[src/rtl/fetch_unit_pkg.sv]
// Shared fetch-stage constants: default vectors, sizing defaults and address helpers.
package fetch_unit_pkg;

  localparam int unsigned FETCH_XLEN_DEFAULT      = 32;
  localparam int unsigned FETCH_DEPTH_DEFAULT     = 2;
  localparam int unsigned FETCH_INSN_BYTES        = 4;
  localparam logic [31:0] FETCH_RESET_VEC_DEFAULT = 32'h0000_0000;
  localparam logic [31:0] FETCH_TRAP_VEC_DEFAULT  = 32'h0000_0004;

  // A fetch target must be word aligned for RV32I without the C extension.
  function automatic logic addr_misaligned(input logic [1:0] lsb);
    return lsb != 2'b00;
  endfunction

endpackage

[src/rtl/fetch_fifo.sv]
// Synchronous prefetch FIFO with clear, push, pop, occupancy count and combinational head.
module fetch_fifo #(
  parameter int unsigned WIDTH = 65,
  parameter int unsigned DEPTH = 2
) (
  input  logic                     clk,
  input  logic                     resetb,
  input  logic                     clear_i,
  input  logic                     push_i,
  input  logic [WIDTH-1:0]         push_data_i,
  input  logic                     pop_i,
  output logic [WIDTH-1:0]         head_o,
  output logic [$clog2(DEPTH):0]   count_o,
  output logic                     empty_o
);

  localparam int unsigned PTR_W = $clog2(DEPTH);
  localparam int unsigned CNT_W = PTR_W + 1;

  logic [WIDTH-1:0] mem_q [DEPTH];
  logic [PTR_W-1:0] wr_ptr_q, wr_ptr_d;
  logic [PTR_W-1:0] rd_ptr_q, rd_ptr_d;
  logic [CNT_W-1:0] cnt_q, cnt_d;
  logic [PTR_W-1:0] wr_idx;
  logic             wr_en;
  logic             do_pop;
  logic             do_push;

  // Clear takes priority; a push in the clear cycle lands in slot 0 of the emptied FIFO.
  always_comb begin
    wr_ptr_d = wr_ptr_q;
    rd_ptr_d = rd_ptr_q;
    cnt_d    = cnt_q;
    do_pop   = pop_i && (cnt_q != '0);
    do_push  = push_i && ((cnt_q != CNT_W'(DEPTH)) || do_pop);
    wr_idx   = wr_ptr_q;
    wr_en    = do_push;
    if (clear_i) begin
      rd_ptr_d = '0;
      wr_idx   = '0;
      wr_en    = push_i;
      wr_ptr_d = push_i ? PTR_W'(1) : '0;
      cnt_d    = push_i ? CNT_W'(1) : '0;
    end else begin
      if (do_push) wr_ptr_d = wr_ptr_q + PTR_W'(1);
      if (do_pop)  rd_ptr_d = rd_ptr_q + PTR_W'(1);
      cnt_d = cnt_q + CNT_W'(do_push) - CNT_W'(do_pop);
    end
  end

  always_ff @(posedge clk or negedge resetb) begin
    if (!resetb) begin
      wr_ptr_q <= '0;
      rd_ptr_q <= '0;
      cnt_q    <= '0;
    end else begin
      wr_ptr_q <= wr_ptr_d;
      rd_ptr_q <= rd_ptr_d;
      cnt_q    <= cnt_d;
    end
  end

  // Payload storage needs no reset: the head is only meaningful while count is non-zero.
  always_ff @(posedge clk) begin
    if (wr_en) mem_q[wr_idx] <= push_data_i;
  end

  assign head_o  = mem_q[rd_ptr_q];
  assign count_o = cnt_q;
  assign empty_o = (cnt_q == '0);

endmodule

[src/rtl/fetch_unit.sv]
// Prefetching instruction-fetch front end: issues word fetches to the MMU, squashes stale
// responses after redirects/traps and hands instructions to FD through a valid/ready FIFO.
module fetch_unit
  import fetch_unit_pkg::*;
#(
  parameter int unsigned      XLEN      = FETCH_XLEN_DEFAULT,
  parameter int unsigned      DEPTH     = FETCH_DEPTH_DEFAULT,
  parameter logic [XLEN-1:0]  RESET_VEC = XLEN'(FETCH_RESET_VEC_DEFAULT),
  parameter logic [XLEN-1:0]  TRAP_VEC  = XLEN'(FETCH_TRAP_VEC_DEFAULT)
) (
  input  logic            clk,
  input  logic            resetb,
  output logic            im_req,
  output logic [XLEN-1:0] im_addr,
  input  logic            im_gnt,
  input  logic            im_rvalid,
  input  logic [XLEN-1:0] im_rdata,
  input  logic            redirect_valid,
  input  logic [XLEN-1:0] redirect_pc,
  input  logic            trap_valid,
  output logic            fd_valid,
  input  logic            fd_ready,
  output logic [XLEN-1:0] fd_inst,
  output logic [XLEN-1:0] fd_pc,
  output logic            fd_misaligned
);

  localparam int unsigned CNT_W   = $clog2(DEPTH) + 1;
  localparam int unsigned OCC_W   = CNT_W + 1;
  localparam int unsigned DROP_W  = CNT_W + 1;
  localparam int unsigned ENTRY_W = 2 * XLEN + 1;

  logic              run_q;
  logic              halt_q, halt_d;
  logic [XLEN-1:0]   fetch_pc_q, fetch_pc_d;
  logic [XLEN-1:0]   resp_pc_q, resp_pc_d;
  logic [CNT_W-1:0]  out_cnt_q, out_cnt_d;
  logic [DROP_W-1:0] drop_cnt_q, drop_cnt_d;

  logic               fifo_clear, fifo_push, fifo_pop, fifo_empty;
  logic [ENTRY_W-1:0] fifo_wdata, fifo_head;
  logic [CNT_W-1:0]   fifo_cnt;
  logic [OCC_W-1:0]   occ;

  logic            gnt_acc, rsp_keep, rsp_drop, redirect, tgt_mis;
  logic [XLEN-1:0] target;

  // Issue capacity comes from registered counts only, so a pop never frees a slot the same cycle.
  assign occ     = OCC_W'(fifo_cnt) + OCC_W'(out_cnt_q);
  assign im_req  = run_q && !halt_q && (occ < OCC_W'(DEPTH));
  assign im_addr = fetch_pc_q;

  always_comb begin
    fetch_pc_d = fetch_pc_q;
    resp_pc_d  = resp_pc_q;
    out_cnt_d  = out_cnt_q;
    drop_cnt_d = drop_cnt_q;
    halt_d     = halt_q;
    fifo_clear = 1'b0;
    fifo_push  = 1'b0;
    fifo_pop   = 1'b0;

    gnt_acc  = im_req && im_gnt;
    rsp_drop = im_rvalid && (drop_cnt_q != '0);
    rsp_keep = im_rvalid && (drop_cnt_q == '0);
    redirect = trap_valid || redirect_valid;
    target   = trap_valid ? TRAP_VEC : redirect_pc;
    tgt_mis  = addr_misaligned(target[1:0]);
    fifo_wdata = {resp_pc_q, im_rdata, 1'b0};

    if (redirect) begin
      // Everything in flight, including this cycle's grant, is now stale; this cycle's response goes too.
      drop_cnt_d = drop_cnt_q + DROP_W'(out_cnt_q) + DROP_W'(gnt_acc) - DROP_W'(im_rvalid);
      out_cnt_d  = '0;
      fetch_pc_d = target;
      resp_pc_d  = target;
      halt_d     = tgt_mis;
      fifo_clear = 1'b1;
      fifo_push  = tgt_mis;
      fifo_wdata = {target, {XLEN{1'b0}}, 1'b1};
    end else begin
      if (gnt_acc) fetch_pc_d = fetch_pc_q + XLEN'(FETCH_INSN_BYTES);
      if (rsp_keep) resp_pc_d = resp_pc_q + XLEN'(FETCH_INSN_BYTES);
      out_cnt_d  = out_cnt_q + CNT_W'(gnt_acc) - CNT_W'(rsp_keep);
      drop_cnt_d = drop_cnt_q - DROP_W'(rsp_drop);
      fifo_push  = rsp_keep;
      fifo_pop   = !fifo_empty && fd_ready;
    end
  end

  always_ff @(posedge clk or negedge resetb) begin
    if (!resetb) begin
      run_q      <= 1'b0;
      halt_q     <= 1'b0;
      fetch_pc_q <= RESET_VEC;
      resp_pc_q  <= RESET_VEC;
      out_cnt_q  <= '0;
      drop_cnt_q <= '0;
    end else begin
      run_q      <= 1'b1;
      halt_q     <= halt_d;
      fetch_pc_q <= fetch_pc_d;
      resp_pc_q  <= resp_pc_d;
      out_cnt_q  <= out_cnt_d;
      drop_cnt_q <= drop_cnt_d;
    end
  end

  fetch_fifo #(
    .WIDTH (ENTRY_W),
    .DEPTH (DEPTH)
  ) u_fifo (
    .clk         (clk),
    .resetb      (resetb),
    .clear_i     (fifo_clear),
    .push_i      (fifo_push),
    .push_data_i (fifo_wdata),
    .pop_i       (fifo_pop),
    .head_o      (fifo_head),
    .count_o     (fifo_cnt),
    .empty_o     (fifo_empty)
  );

  // Head fields are zeroed while empty so FD never sees stale storage.
  assign fd_valid      = !fifo_empty;
  assign fd_pc         = fd_valid ? fifo_head[ENTRY_W-1 -: XLEN] : '0;
  assign fd_inst       = fd_valid ? fifo_head[XLEN -: XLEN] : '0;
  assign fd_misaligned = fd_valid && fifo_head[0];

endmodule
[config.mk]
export PLATFORM = sky130hd
export DESIGN_NAME = fetch_unit
export DESIGN_NICKNAME = d
export VERILOG_FILES = /design/src/rtl/fetch_unit_pkg.sv /design/src/rtl/fetch_fifo.sv /design/src/rtl/fetch_unit.sv
export SDC_FILE = /design/constraint.sdc
export NUM_CORES = 1
export LEC_CHECK = 0
export BUFFER_PORTS_ARGS = -buffer_cell sky130_fd_sc_hd__buf_2
export CORE_MARGIN = 10
export CORE_UTILIZATION = 25
export DETAILED_ROUTE_END_ITERATION = 10
export GPL_TIMING_DRIVEN = 0
export PLACE_DENSITY_LB_ADDON = 0.05
export SETUP_SLACK_MARGIN = 0.02
export SLEW_MARGIN = 20
export SYNTH_ARGS = -nofsm -noshare
export SYNTH_HDL_FRONTEND = slang
export SYNTH_HIERARCHICAL = 1
export SYNTH_SLANG_ARGS = --single-unit
export TNS_END_PERCENT = 10
[constraint.sdc]
create_clock -name clk -period 9.3 [get_ports clk]
set_input_delay 0.465 -clock clk [delete_from_list [all_inputs] [get_ports clk]]
set_output_delay 0.465 -clock clk [all_outputs]
set_load 0.005 [all_outputs]
Yosys cells after proc, flatten, opt, wreduce, memory -nomap -nowiden
Memories as Yosys holds them, arrays and structs flattened.
Index checks and enable logic that the tools add are counted.
{"block": "totals", "register_bits": 75, "mem_bits_rw": 130, "inputBits": 71, "mem_count": 1}
{"name": "u_fifo.mem_q", "depth": 2, "width": 65, "rd": 1, "rd_ports_with_merged_regs": 0, "wr": 1, "line": "fetch_fifo.sv:20", "text": "logic [WIDTH-1:0] mem_q [DEPTH];"}
{"block": "op_classes", "addsub": 13, "order_cmp": 1, "n_eq_ne": 1, "mux": 24, "n_reduce_logical": 22}
{"op": "$mux 32", "count": 7}
{"op": "$mux 65", "count": 1}
{"op": "$add 32x3->32 const B", "count": 2}
{"op": "$mux 1", "count": 13}
{"op": "$reduce_bool 2->1", "count": 6}
{"op": "$logic_and 1x1->1", "count": 9}
{"op": "$sub 3x1->3", "count": 2}
{"op": "$add 2x1->2", "count": 2}
{"op": "$mux 2", "count": 2}
{"op": "$sub 2x1->2", "count": 2}
{"op": "$add 2x2->3", "count": 1}
{"op": "$add 3x1->3", "count": 1}
{"op": "$add 3x2->3", "count": 1}
{"op": "$logic_not 3->1", "count": 1}
{"op": "$lt 3x2->1 const B", "count": 1}
{"op": "$mux 3", "count": 1}
{"op": "$reduce_bool 3->1", "count": 1}
{"op": "$add 1x1->1 const B", "count": 2}
{"op": "$logic_not 1->1", "count": 2}
{"op": "$logic_not 2->1", "count": 1}
{"op": "$logic_or 1x1->1", "count": 2}
{"op": "$ne 2x2->1 const B", "count": 1}

Logic depth before layout (Yosys ltp)
{"block": "depth", "ltp_word": 10, "ltp_mapped": 13, "depth_no_buf": 12}

Modules after synthesis
The synthesis kept the hierarchy.
{"mod": "fetch_unit", "instances": 1, "cells_each": 728, "area_per_inst_um2": 5738.0}
{"mod": "fetch_fifo", "instances": 1, "cells_each": 225, "area_per_inst_um2": 5088.6}

Worst setup path before layout
Ideal clock, no wire load.
{"block": "synth_path", "path_type": "input to register", "from": "in redirect_valid", "to": "mem u_fifo.mem_q[1][0], enable pin", "setup_time_ps": 582, "arrival_time_ps": 6540, "slack_ps": 2178, "stages": 8, "path_buffers": 3, "cell_sequence": "clkbuf_1 -> nor2_1 -> clkbuf_1 -> clkbuf_1 -> and3_1 -> nor3b_1 -> nand2b_2 -> nor3b_1"}
{"block": "synth_via", "elab_chain_len": 8, "word_cells_on_any_way": 11}
{"item": "from (decl)", "line": "fetch_unit.sv:18", "text": "input logic redirect_valid,"}
{"item": "$logic_or 1x1->1", "line": "fetch_unit.sv:66", "text": "redirect = trap_valid || redirect_valid;"}
{"item": "$mux 1", "line": "fetch_unit.sv:71", "text": "if (redirect) begin"}
{"item": "named net fifo_pop", "line": "fetch_unit.sv:40", "text": "logic fifo_clear, fifo_push, fifo_pop, fifo_empty;"}
{"item": "$logic_and 1x1->1", "line": "fetch_fifo.sv:34", "text": "do_pop = pop_i && (cnt_q != '0);"}
{"item": "$logic_or 1x1->1", "line": "fetch_fifo.sv:35", "text": "do_push = push_i && ((cnt_q != CNT_W'(DEPTH)) || do_pop);"}
{"item": "$logic_and 1x1->1", "line": "fetch_fifo.sv:35"}
{"item": "$mux 1", "line": "fetch_fifo.sv:38", "text": "if (clear_i) begin"}
{"item": "$mux 1", "line": "fetch_fifo.sv:65", "text": "if (wr_en) mem_q[wr_idx] <= push_data_i;"}
{"item": "$mux 1 (implied by the code)", "line": "fetch_fifo.sv:65"}
{"item": "to (decl)", "line": "fetch_fifo.sv:20"}
The timed path passes the listed nets, and every way through them passes these cells.

Final worst setup path
{"block": "layout_path", "from": "in redirect_valid", "to": "mem u_fifo.mem_q[1][16], enable pin"}
The elaborated chain is that of the path after synthesis.

==> impl_metrics.tcl <==
set metrics [dict create \
    status "finished, final reports clean" \
    comb_power_share_pct 15.7 \
    hold_start "im_rdata[29]" \
    hold_viol_final 0 \
    die_x_um 228 \
    post_drt_wl_per_cell_um 22.1 \
    synth_ff_type "edfxtp_1" \
    whs_ns 0.229 \
    slowest_delay_ns 0.77 \
    fill_cells 4500 \
    track_usage_pct 14.6 \
    path_class "in -> reg" \
    final_antenna_net_count 0 \
    synth-edff-count 130 \
    gp_congestion 0.813 \
    fin_setup_tns_ns 0 \
    max-clock-path-buffers 3 \
    powerDensity_nw_per_um2 181 \
    post-route-cell-area_um2 13400 \
    layout_min_cycle_time_ns 4.00 \
    clock_skew_ns 0.0128 \
    utilization_pct 31.2 \
    cp_cell_sequence "clkbuf_1 > nor2_1 > clkbuf_1 > clkbuf_1 > and3_1 > nor3b_1 > nand2b_2 > nor3b_2 > buf_6 > buf_6 > buf_6 > buf_4" \
    setup_viol 0 \
    relSlewSlack_pct 26.5 \
    period_share_pct 43.0 \
    cts_tree "done" \
    grt_max_degree 45 \
    clk_latency_ns 0.54 \
    switching_share_pct 27.5 \
    maxSlewViolCount 0 \
    area_delta_synth_final_pct 23.8 \
    hpwl_mm 29.1 \
    postCtsSetupBuffers 0 \
    path_clk_slew_ns 0.05 \
    ys_types 67 \
    path_max_fanout 10 \
    rsz0062_at_grt "false" \
    crit_path_start_kind "input port" \
    p_switching_w 0.000667 \
    drv_cap 0 \
    yosys.area_share.simple_pct 18.7 \
    diodes 0 \
    pin_count 170 \
    synth_top_family_by_area "simple AND/OR/NAND/NOR gates" \
    synthMuxAreaShare_pct 10.4 \
    synthAdderAreaFrac_pct 1.71 \
    clkPwrFrac_pct 40.8 \
    crit_family "buffers and inverters" \
    worst_pin_slew_ns 1.10 \
    fin_ws_ns 5.30 \
    synth-seq-cells 203 \
    die_h_um 228 \
    critical_path_buf_inv_count 7 \
    design.core.area_um2 43000 \
    viasPerCell 4.71 \
    rows 76 \
    cts_max_level 1 \
    nets 1246 \
    synth_compound_area_share_pct 10.9 \
    p_int_w 0.00176 \
    gr-total-overflow 0 \
    crit_start "redirect_valid" \
    ys_warn_count 6 \
    yosysSeqAreaShare_pct 52.9 \
    dpl_worst_slack_ns 4.63 \
    start_util_pct 25.2 \
    critPathArrivalTime_ns 4.23 \
    synth_nets 1037 \
    pwr-share-seq_pct 43.6 \
    root_buffer "clkbuf_16" \
    placed_cell_area_um2 12500 \
    critPathSlowestCell "clkbuf_1" \
    synth-xor-area-share_pct 1.46 \
    drive_gt1_share_pct 26.3 \
    max_freq_mhz 250 \
    first_iter_violations 488 \
    dieArea_um2 52000 \
    synth_area_um2 10800 \
    routed_wl_mm 39.0 \
    grt_pass1_vias 8769 \
    io_buffers 168 \
    cts_buffers 27 \
    hp-class "in -> reg" \
    max-vdd-ir-drop_mv 0.155 \
    syn_avg_cell_area_um2 11.4 \
    clock-sinks 203 \
    grt_pass1_wl_mm 58.7 \
    r2r-start "out_cnt_q[0]" \
    synthCells 953 \
    async_flop_share_pct 36.0 \
    p_leak_nw 5.33 \
    dr.pass1.iters 5 \
    antenna_found_initial 1 \
    route.detailed.drc 0 \
    required_ns 9.53 \
    endpoint_kind "register" \
    via_count 8333 \
]
## power groups by stage
stage / Combinational (W) / Clock, W / Sequential, W
final: 0.000381 / 0.000991 / 0.00106
after detailed placement: 0.000391 / 0 / 0.00108
after floorplan: 0.000217 / 0 / 0.00107
after global placement: 0.000383 / 0 / 0.00108
after global routing: 0.000430 / 0.00106 / 0.00107
after CTS: 0.000393 / 0.00103 / 0.00106
## final timing paths
check / end / slack (ns) / cells past startpoint
setup / recovery: u_fifo/mem_q[1][16] / 5.30 / 12
hold / removal: u_fifo/mem_q[1][30] / 0.23 / 2
setup reg to reg: drop_cnt_q[2] / 5.36 / 13
hold reg to reg: halt_q / 0.50 / 1
max in group asynchronous: resp_pc_q[28] / 8.21 / 3
min in group asynchronous: im_addr[4] / 0.46 / 2
## kinds of logic after synthesis
family                     after synthesis
other                                    1
xor gates and xnor gates                18
muxes                                   89
DFF                                    203
and+or+nand+nor                        360
adders and majority gates               13
AOI/OAI and AO/OA                      173
buffers and inverters                   96
## repair_timing
| action | in CTS | in global routing |
|---|---|---|
| endpoints found under the hold margin | 33 | 0 |
| gates resized for setup | 0 | 0 |
| hold buffers | 1 | 0 |
## placed cells by master, fill, tap and decap left out, types with 4 or more instances in the layout
cell and count:
clkinv_1 8, nor4_1 21, mux2i_1 23, nor3_1 14, and3_1 17, or3_1 6
xnor2_1 10, nand3_1 32, o31a_1 12, mux2_4 40, edfxtp_1 130, nand4_1 24
buf_4 9, xor2_1 8, a211oi_1 13, o31ai_1 12, ha_1 10, dfrtp_1 73
clkbuf_1 45, a311oi_1 4, nand2_1 45, clkbuf_16 27, o21ai_0 23, buf_2 174
o41ai_1 4, a31oi_1 10, nand3b_1 7, and4_1 7, nor2b_1 68, a21oi_1 44
nor2_1 55, inv_1 35, clkbuf_8 4, o21bai_1 11, and2_1 39, a21boi_0 13
mux2_2 26, or4_1 5, buf_6 9
## area by class of cell
class	count	area [um^2]	area share (%)
Inverter	37	139	1.04
Clock buffer	36	749	5.59
Tap cell	585	732	5.46
Timing Repair Buffer	180	991	7.40
Buffer	59	280	2.09
Sequential cell	203	5730	42.8
Multi-Input combinational cell	654	4680	35.0
Clock inverter	14	92.6	0.691
## layer usage
metal / share of wire (%) / vias up / GRT usage, %
li1: - / 3970 / -
met1: 48 / 4072 / 20.1
met2: 45 / 232 / 23.1
met3: 5.0 / 59 / 2.66
met4: 2.4 / 0 / 4.39
met5: 0 / - / 0
## metrics by stage
stage                     power (W)  std cells
after floorplan             0.00128        953
after global placement      0.00146       1706
after detailed placement    0.00147       1717
after CTS                   0.00248       1768
after global routing        0.00256       1768
final                       0.00243       1768
## flip-flops by register name (all words and copies together), names as in the netlist
name,cells
u_fifo/rd_ptr_q,1
u_fifo/wr_ptr_q,1
out_cnt_q,2
drop_cnt_q,3
u_fifo/count_o,2
u_fifo/mem_q,130
im_addr,31
run_q,1
resp_pc_q,31
halt_q,1
## Yosys cell counts (all sizes together) (25+ instances only)
master | count | share of area [%]
edfxtp | 130 | 36
dfrtp | 73 | 17
nor2b | 68 | 3.9
mux2 | 66 | 8.3
nor2 | 55 | 1.9
nand2 | 45 | 1.6
a21oi | 44 | 2.0
clkbuf | 41 | 1.4
and2 | 40 | 2.3
inv | 37 | 1.3
nand3 | 32 | 1.5
nand4 | 25 | 1.6
## worst reg2reg max path, stage by stage, from the launching register on
cell and delay (ns):
dfrtp_1 0.43, and2_1 0.19, fa_1 0.49, or4b_1 0.19, clkbuf_1 0.28, inv_2 0.17
nand2_1 0.34, inv_1 0.33, fa_1 0.50, fa_1 0.40, xnor2_1 0.16, nor2_1 0.06
a21oi_1 0.18, xnor2_1 0.13
(Power assumes the default switching activity.)
